`config.mk`:
```
export PLATFORM = sky130hd
export DESIGN_NAME = serial_unsigned_compare_unit_flat
export DESIGN_NICKNAME = d
export VERILOG_FILES = /design/src/rtl/serial_unsigned_compare_unit_if.sv /design/src/rtl/serial_unsigned_compare_unit.sv /design/src/flat_wrapper.sv
export SDC_FILE = /design/constraint.sdc
export NUM_CORES = 1
export LEC_CHECK = 0
export ABC_AREA = 1
export ABC_CLOCK_PERIOD_IN_PS = 3850
export CAP_MARGIN = 20
export CORE_MARGIN = 2
export CORE_UTILIZATION = 30
export CTS_BUF_LIST = sky130_fd_sc_hd__clkbuf_4 sky130_fd_sc_hd__clkbuf_8
export CTS_CLUSTER_SIZE = 40
export DETAILED_ROUTE_END_ITERATION = 10
export PLACE_DENSITY = 0.53
export SYNTH_ARGS = -nofsm -noshare
export SYNTH_HDL_FRONTEND = slang
export SYNTH_SLANG_ARGS = --single-unit
```
`constraint.sdc`:
```
create_clock -name clk -period 3.85 [get_ports clk]
set_input_delay 0.9625 -clock clk [delete_from_list [all_inputs] [get_ports clk]]
set_output_delay 0.9625 -clock clk [all_outputs]
set_load 0.05 [all_outputs]
```
`src/rtl/serial_unsigned_compare_unit_if.sv`:
```
// rtl/serial_unsigned_compare_unit_if.sv - operand load/control and result bundle for the serial comparator
interface serial_unsigned_compare_unit_if #(
  parameter int WIDTH = 32
);
  logic             load;
  logic [WIDTH-1:0] a_in;
  logic [WIDTH-1:0] b_in;
  logic             op;
  logic             a_bit;
  logic             b_bit;
  logic             L;
  logic             E;
  logic             G;
  logic             done;

  modport master (
    output load, a_in, b_in, op,
    input  a_bit, b_bit, L, E, G, done
  );

  modport slave (
    input  load, a_in, b_in, op,
    output a_bit, b_bit, L, E, G, done
  );
endinterface

```
`src/rtl/serial_unsigned_compare_unit.sv`:
```
// rtl/serial_unsigned_compare_unit.sv - bit-serial LSB-first unsigned magnitude comparator
// Operands are shifted out one bit per enabled cycle; the latest differing bit pair wins.
module serial_unsigned_compare_unit #(
  parameter int WIDTH = 32,
  parameter int CNT_W = 6
) (
  input  logic                          clk,
  input  logic                          rst,
  serial_unsigned_compare_unit_if.slave bus
);

  typedef enum logic [1:0] {
    ST_EQ = 2'b00,
    ST_LT = 2'b01,
    ST_GT = 2'b10
  } cmp_state_t;

  cmp_state_t       r_state;
  cmp_state_t       w_state_nxt;
  logic [WIDTH-1:0] r_a;
  logic [WIDTH-1:0] r_b;
  logic [CNT_W-1:0] r_cnt;
  logic             r_done;
  logic             w_step;

  // A compare step only happens while enabled, not loading, and bits remain.
  assign w_step = !bus.load && !bus.op && (r_cnt < CNT_W'(WIDTH));

  always_ff @(posedge clk or negedge rst) begin
    if (!rst) begin
      r_a    <= '0;
      r_b    <= '0;
      r_cnt  <= '0;
      r_done <= 1'b0;
    end else if (bus.load) begin
      r_a    <= bus.a_in;
      r_b    <= bus.b_in;
      r_cnt  <= '0;
      r_done <= 1'b0;
    end else if (w_step) begin
      r_a    <= {1'b0, r_a[WIDTH-1:1]};
      r_b    <= {1'b0, r_b[WIDTH-1:1]};
      r_cnt  <= r_cnt + CNT_W'(1);
      r_done <= (r_cnt == CNT_W'(WIDTH - 1));
    end
  end

  always_ff @(posedge clk or negedge rst) begin
    if (!rst) begin
      r_state <= ST_EQ;
    end else begin
      r_state <= w_state_nxt;
    end
  end

  always_comb begin
    w_state_nxt = r_state;
    if (bus.load) begin
      w_state_nxt = ST_EQ;
    end else if (w_step) begin
      if (r_a[0] && !r_b[0]) begin
        w_state_nxt = ST_GT;
      end else if (!r_a[0] && r_b[0]) begin
        w_state_nxt = ST_LT;
      end
    end
  end

  always_comb begin
    bus.L     = 1'b0;
    bus.E     = 1'b0;
    bus.G     = 1'b0;
    bus.a_bit = r_a[0];
    bus.b_bit = r_b[0];
    bus.done  = r_done;
    case (r_state)
      ST_LT:   bus.L = 1'b1;
      ST_GT:   bus.G = 1'b1;
      default: bus.E = 1'b1;
    endcase
  end

endmodule

```
`src/flat_wrapper.sv`:
```
// flat-port wrapper written by rule: the top's interface ports become plain ports
module serial_unsigned_compare_unit_flat 
#(
  parameter int WIDTH = 32,
  parameter int CNT_W = 6
)
  (clk, rst, bus_load, bus_a_in, bus_b_in, bus_op, bus_a_bit, bus_b_bit, bus_L, bus_E, bus_G, bus_done);
  serial_unsigned_compare_unit_if #(.WIDTH(WIDTH)) bus_i ();
  input  logic clk;
  input  logic rst;
  input wire logic [$bits(bus_i.load)-1:0] bus_load;
  input wire logic [$bits(bus_i.a_in)-1:0] bus_a_in;
  input wire logic [$bits(bus_i.b_in)-1:0] bus_b_in;
  input wire logic [$bits(bus_i.op)-1:0] bus_op;
  output wire logic [$bits(bus_i.a_bit)-1:0] bus_a_bit;
  output wire logic [$bits(bus_i.b_bit)-1:0] bus_b_bit;
  output wire logic [$bits(bus_i.L)-1:0] bus_L;
  output wire logic [$bits(bus_i.E)-1:0] bus_E;
  output wire logic [$bits(bus_i.G)-1:0] bus_G;
  output wire logic [$bits(bus_i.done)-1:0] bus_done;
  assign bus_i.load = bus_load;
  assign bus_i.a_in = bus_a_in;
  assign bus_i.b_in = bus_b_in;
  assign bus_i.op = bus_op;
  assign bus_a_bit = bus_i.a_bit;
  assign bus_b_bit = bus_i.b_bit;
  assign bus_L = bus_i.L;
  assign bus_E = bus_i.E;
  assign bus_G = bus_i.G;
  assign bus_done = bus_i.done;
  serial_unsigned_compare_unit #(.WIDTH(WIDTH), .CNT_W(CNT_W)) u_core (.clk(clk), .rst(rst), .bus(bus_i));
endmodule
```
==> impl_metrics.json, run 1 <==
{
  "slew_headroom_pct": 39.2,
  "rsz0062_at_grt": "false",
  "switchingPower_uw": 465,
  "vdd_drop_max_mv": 0.223,
  "start_util_pct": 31.0,
  "path_class": "reg -> out",
  "maxClockFrequency_mhz": 358,
  "clock_tree.buffer_depth": 2,
  "period_needed_ps": 2790,
  "maxCapViolations": 0,
  "skew_ps": 8.06,
  "cts.repair.resized": 0,
  "antenna-diode-count": 0,
  "cts_max_level": 3,
  "end_kind": "primary output",
  "final_nets": 515,
  "clkPwrFrac_pct": 35.8,
  "root_buffer": "clkbuf_8",
  "cts_sinks": 73,
  "grt_pass1_vias": 2779,
  "grt_max_degree": 74,
  "grt_pass1_wl_um": 13600,
  "synth-seq-cells": 73,
  "swShare_pct": 25.3,
  "routed_via_density": 4.69,
  "cell_internal_pwr_uw": 1380,
  "pin_count": 74,
  "syn_avg_cell_area_um2": 8.90,
  "syn_to_final_growth_pct": 30.2,
  "cts_setup_buffers": 0,
  "cts_tree": "yes",
  "die_w_um": 110,
  "hold_path_class": "reg -> reg",
  "grt_usage_pct": 14.6,
  "final_common_cell": "nand2_1",
  "critical_path.slowest_cell": "clkdlybuf4s50_1",
  "placed_cells": 573,
  "ant_nets": 0,
  "fin_cells": 589,
  "synth_cells": 381,
  "drv_slew": 0,
  "drc_errors": 0,
  "io_buffers": 73,
  "fin_crit_sh_pct": 72.6,
  "final_util_pct": 40.4,
  "hold_violations": 0,
  "path_clk_slew_ps": 70,
  "holdBufCountCts": 0,
  "setup_viol": 0,
  "layout_common_cells": "nand2_1 (163), dfrtp_1 (73), clkdlybuf4s50_1 (71)",
  "place_congestion": 0.753,
  "p_leak_uw": 0.00188,
  "wl_um": 8070,
  "overflow": 0,
  "rows": 38,
  "setup_tns_ps": 0,
  "p_seq_share_pct": 48.1,
  "clkLatencyLatePin_ps": 330,
  "synth.distinct_cells": 17,
  "crit_path_cell_trace": "inv_1, ha_1, clkdlybuf4s50_1",
  "required_ps": 2890,
  "fp.coreArea_um2": 10900,
  "wl_per_cell_um": 13.7,
  "cts_buffers": 9,
  "p_per_area_nw_per_um2": 417,
  "synth_warnings": 0,
  "cp_slowest_stage_delay_ps": 800,
  "dp_hpwl_um": 5400,
  "synthesis.nets": 452,
  "dr.pass1.iters": 4,
  "critical_path_arrival_ps": 1830,
  "vias": 2760,
  "die_y_um": 110,
  "status": "completed",
  "tightest_slew_ps": 912,
  "drt_iter0_markers": 157,
  "combPwrFrac_pct": 16.2,
  "yosysSeqAreaShare_pct": 53.9,
  "worstPathMaxFanout": 3,
  "drive_gt1_share_pct": 8.24,
  "die_area_um2": 12200,
  "cp-start-kind": "flip-flop",
  "antenna_found_initial": 0,
  "syn_area_um2": 3390
}
## state kept, by name (all words and copies together) (netlist names)
name and count:
u_core.bus.done 1, u_core.r_a 32, u_core.r_b 32, u_core.r_cnt 6
u_core.r_state 2
## per-layer routing
layer	vias to the layer above	track usage (%)	wire length, µm
met5	-	0	0
met4	0	6.43	128
met3	9	2.41	335
met2	61	21.9	3610
met1	1284	20.8	4000
li1	1406	-	-
## worst max-delay path, delay by kind of cell (launching register included)
kind / cells / cell delay (ps)
DFF: 1 / 380
buffers and inverters: 2 / 850
adders and majority gates: 1 / 270
## logic make-up after synthesis
family,count (synthesis),share of synthesized area [%]
adder cells (fa/ha/maj),3,1.11
buffers and inverters,39,5.17
AND/OR/NAND/NOR,198,23.7
flip-flops,73,53.9
AO/OA/AOI/OAI,68,16.1
## synth_stat cells, drive strengths merged
master / count / area share (%)
o211ai: 62 / 15
nand4: 3 / 0.55
nor3: 1 / 0.48
clkbuf: 6 / 0.66
nor2: 10 / 1.6
buf: 19 / 3.0
inv: 14 / 1.6
nand3: 21 / 3.1
a21oi: 4 / 0.59
ha: 3 / 1.1
nand2: 163 / 18
dfrtp: 73 / 54
o21ai: 2 / 0.30
## metrics by stage
| stage | hold WS, ps | power [µW] | area, µm² | setup slack [ps] |
|---|---|---|---|---|
| 3_5_place_dp | 460 | 1200 | 4200 | 1060 |
| 5_1_grt | 518 | 1940 | 4410 | 976 |
| 3_3_place_gp | 456 | 1200 | 4200 | 1100 |
| 6_report | 475 | 1840 | 4410 | 1060 |
| 4_1_cts | 477 | 1860 | 4410 | 1020 |
| 2_1_floorplan | 442 | 1070 | 3390 | 1960 |
## path summary, 6_finish.rpt
kind / startpoint / to / slack [ps] / depth (start not counted)
worst max-delay path: u_core.r_state[0] / bus_E / 1060 / 3
worst min-delay path: u_core.r_a[31] / u_core.r_a[31] / 480 / 2
worst max register to register: u_core.r_cnt[5] / u_core.r_cnt[4] / 2140 / 6
worst min register to register: u_core.r_a[31] / u_core.r_a[31] / 480 / 2
max in group asynchronous: rst / u_core.r_a[26] / 2490 / 1
min in group asynchronous: rst / u_core.r_b[16] / 750 / 1
## area by class of cell
type                            count  area [µm²]
Clock buffer                       13         154
Clock inverter                      3        65.1
Fill cell                        1124        6520
Inverter                           14        52.6
Multi-Input combinational cell    269        1390
Sequential cell                    73        1830
Tap cell                          140         175
Timing Repair Buffer               77         753
## power groups by stage
| stage | Clock [µW] | Sequential (µW) | Combinational [µW] |
|---|---|---|---|
| after floorplan | 0 | 897 | 170 |
| after global placement | 0 | 899 | 300 |
| after detailed placement | 0 | 899 | 303 |
| after CTS | 675 | 885 | 304 |
| after global routing | 712 | 893 | 337 |
| final | 659 | 885 | 297 |
No activity file was read; power rests on OpenSTA's default activity.
==> inputs of run 2 (changes only) <==
--- a/config.mk
+++ b/config.mk
@@ -6,14 +6,14 @@
 export NUM_CORES = 1
 export LEC_CHECK = 0
 export ABC_AREA = 1
-export ABC_CLOCK_PERIOD_IN_PS = 3850
+export ABC_CLOCK_PERIOD_IN_PS = 2400
 export CAP_MARGIN = 20
 export CORE_MARGIN = 2
 export CORE_UTILIZATION = 30
 export CTS_BUF_LIST = sky130_fd_sc_hd__clkbuf_4 sky130_fd_sc_hd__clkbuf_8
 export CTS_CLUSTER_SIZE = 40
 export DETAILED_ROUTE_END_ITERATION = 10
-export PLACE_DENSITY = 0.53
+export PLACE_DENSITY = 0.55
 export SYNTH_ARGS = -nofsm -noshare
 export SYNTH_HDL_FRONTEND = slang
 export SYNTH_SLANG_ARGS = --single-unit
==> constraint.sdc (replaced) <==
create_clock -name clk -period 2.4 [get_ports clk]
set_input_delay 0.6 -clock clk [delete_from_list [all_inputs] [get_ports clk]]
set_output_delay 0.6 -clock clk [all_outputs]
set_load 0.05 [all_outputs]
==> run 2 against run 1 <==
Against the previous run:
- cell area is 2.0% higher
- routed wire length is 5.4% higher
- flip-flop and latch count stayed put
- critical path depth stayed put
- die area stayed put
- sequential power is 60% higher
- largest cell class unchanged
- largest power group unchanged
==> impl_metrics.json, run 2 (synthesized netlist as in run 1, its figures left out) <==
{
  "final_nets": 522,
  "cts_sinks": 73,
  "io_buffers": 73,
  "vdd_drop_max_mv": 0.240,
  "p_per_area_nw_per_um2": 686,
  "p_leak_uw": 0.00193,
  "timing.rr.start": "u_core.r_cnt[5]",
  "fillerInstances": 1140,
  "fp.coreArea_um2": 10900,
  "overflow": 0,
  "ant_nets": 0,
  "critical_path_arrival_ps": 1730,
  "clock_tree.buffer_depth": 2,
  "crit_path_cell_trace": "inv_1, ha_1, clkdlybuf4s50_1",
  "root_buffer": "clkbuf_8",
  "status": "completed",
  "placed_area_um2": 4260,
  "setup_viol": 0,
  "vias": 2865,
  "grt_pass1_wl_um": 14400,
  "syn_to_final_growth_pct": 32.9,
  "endpoint": "bus_L",
  "die_area_um2": 12200,
  "holdBufCountCts": 0,
  "crit_path_start": "u_core.r_state[1]",
  "power_uw": 3090,
  "drc_errors": 0,
  "dr.pass1.iters": 4,
  "end_kind": "primary output",
  "die_w_um": 110,
  "skew_ps": 9.59,
  "path_class": "reg -> out",
  "pin_count": 74,
  "rsz0062_at_grt": "false",
  "drt_iter0_markers": 141,
  "critPathBufInv": 2,
  "drive_gt1_share_pct": 9.87,
  "critical_path_depth": 3,
  "layout_common_cells": "nand2_1 (163), dfrtp_1 (73), clkdlybuf4s50_1 (69)",
  "worst_slack_ps": 67.2,
  "tightest_slew_ps": 663,
  "antenna_found_initial": 0,
  "cts_buffers": 9,
  "slew_headroom_pct": 55.7,
  "setup_tns_ps": 0,
  "fin_crit_sh_pct": 97.2,
  "dp_hpwl_um": 5720,
  "final_common_cell": "nand2_1",
  "path_clk_slew_ps": 80,
  "cts_max_level": 3,
  "cp-start-kind": "flip-flop",
  "grt_pass1_vias": 3009,
  "drv_slew": 0,
  "hold_path_class": "in -> async",
  "reg_top3": "u_core.r_a: 32 flops, u_core.r_b: 32 flops, u_core.r_cnt: 6 flops",
  "required_ps": 1800,
  "finalInstanceArea_um2": 4500,
  "antenna-diode-count": 0,
  "final_util_pct": 41.2,
  "period_needed_ps": 2330,
  "grt_max_degree": 43,
  "wl_per_cell_um": 14.3,
  "die_y_um": 110,
  "reg2reg_to": "u_core.r_cnt[4]",
  "wl_um": 8510,
  "grt_usage_pct": 15.4,
  "start_util_pct": 31.0,
  "clkLatencyLatePin_ps": 350,
  "dp_slack_ps": 241,
  "maxClockFrequency_mhz": 429,
  "path_delay_family": "buffers and inverters",
  "reg2reg_slack_ps": 910,
  "cts_tree": "yes",
  "maxCapViolations": 0,
  "rows": 38,
  "worstRegToRegCells": 6,
  "worstPathMaxFanout": 3,
  "cp_slowest_stage_delay_ps": 790,
  "place_congestion": 0.749,
  "hold_violations": 0,
  "critical_path.slowest_cell": "clkdlybuf4s50_1",
  "routed_via_density": 4.81
}
## run 2: cell types whose count changed in the layout (fill, tap and decap cells not counted), sizes merged
cell | before | now
dlymetal6s2s | 0 | 1
buf | 6 | 14
bufinv | 2 | 3
clkdlybuf4s50 | 71 | 69
clkinvlp | 0 | 2
clkbuf | 13 | 9
clkinv | 1 | 2
## run 2: worst reg2reg max path, stage by stage, from the launching register on
cell and delay, ps:
dfrtp_1 490, nor2_4 230, buf_4 390, nand3_1 130
nand2_1 70, inv_1 40, nor2_1 90
## run 2: area by class of cell
cell class,instances,area (µm²),share of cell area (%)
Sequential cell,73,1830,40.6
Multi-Input combinational cell,269,1390,30.8
Timing Repair Buffer,84,818,18.2
Tap cell,140,175,3.89
Clock buffer,9,124,2.75
Clock inverter,7,119,2.64
Inverter,14,52.6,1.17
## run 2: how the worst min path moves through the flow
stage	startpoint	end	slack (ps)	cells past startpoint
5_1_grt	rst	u_core.r_b[22]	250	1
4_1_cts	rst	u_core.r_b[22]	230	1
3_3_place_gp	u_core.r_b[31]	u_core.r_b[31]	460	2
3_5_place_dp	u_core.r_b[31]	u_core.r_b[31]	470	2
2_1_floorplan	rst	u_core.bus.done	300	0
6_report	rst	u_core.r_b[22]	220	1
## run 2: repair_timing
action | in CTS | in global routing
endpoints found under the setup margin | 0 | 1
buffers inserted | 0 | 0
resized for setup | 0 | 1
hold endpoints to repair | 0 | 0
## run 2: power breakdown
group,total [µW],switching [µW],internal (µW)
Clock,1180,485,690
Sequential,1420,63.3,1360
Combinational,491,266,226
## run 2: routing by layer
metal | share of wire (%) | up-vias | track usage (%)
li1 | - | 1416 | -
met1 | 48 | 1366 | 20.9
met2 | 46 | 78 | 24.1
met3 | 4.7 | 5 | 3.59
met4 | 1.2 | 0 | 5.45
met5 | 0 | - | 0
## run 2: stage by stage
stage / hold slack [ps] / std cells
CTS: 226 / 596
floorplan: 304 / 381
global placement: 459 / 580
finish: 217 / 596
detailed placement: 465 / 580
global route: 249 / 596
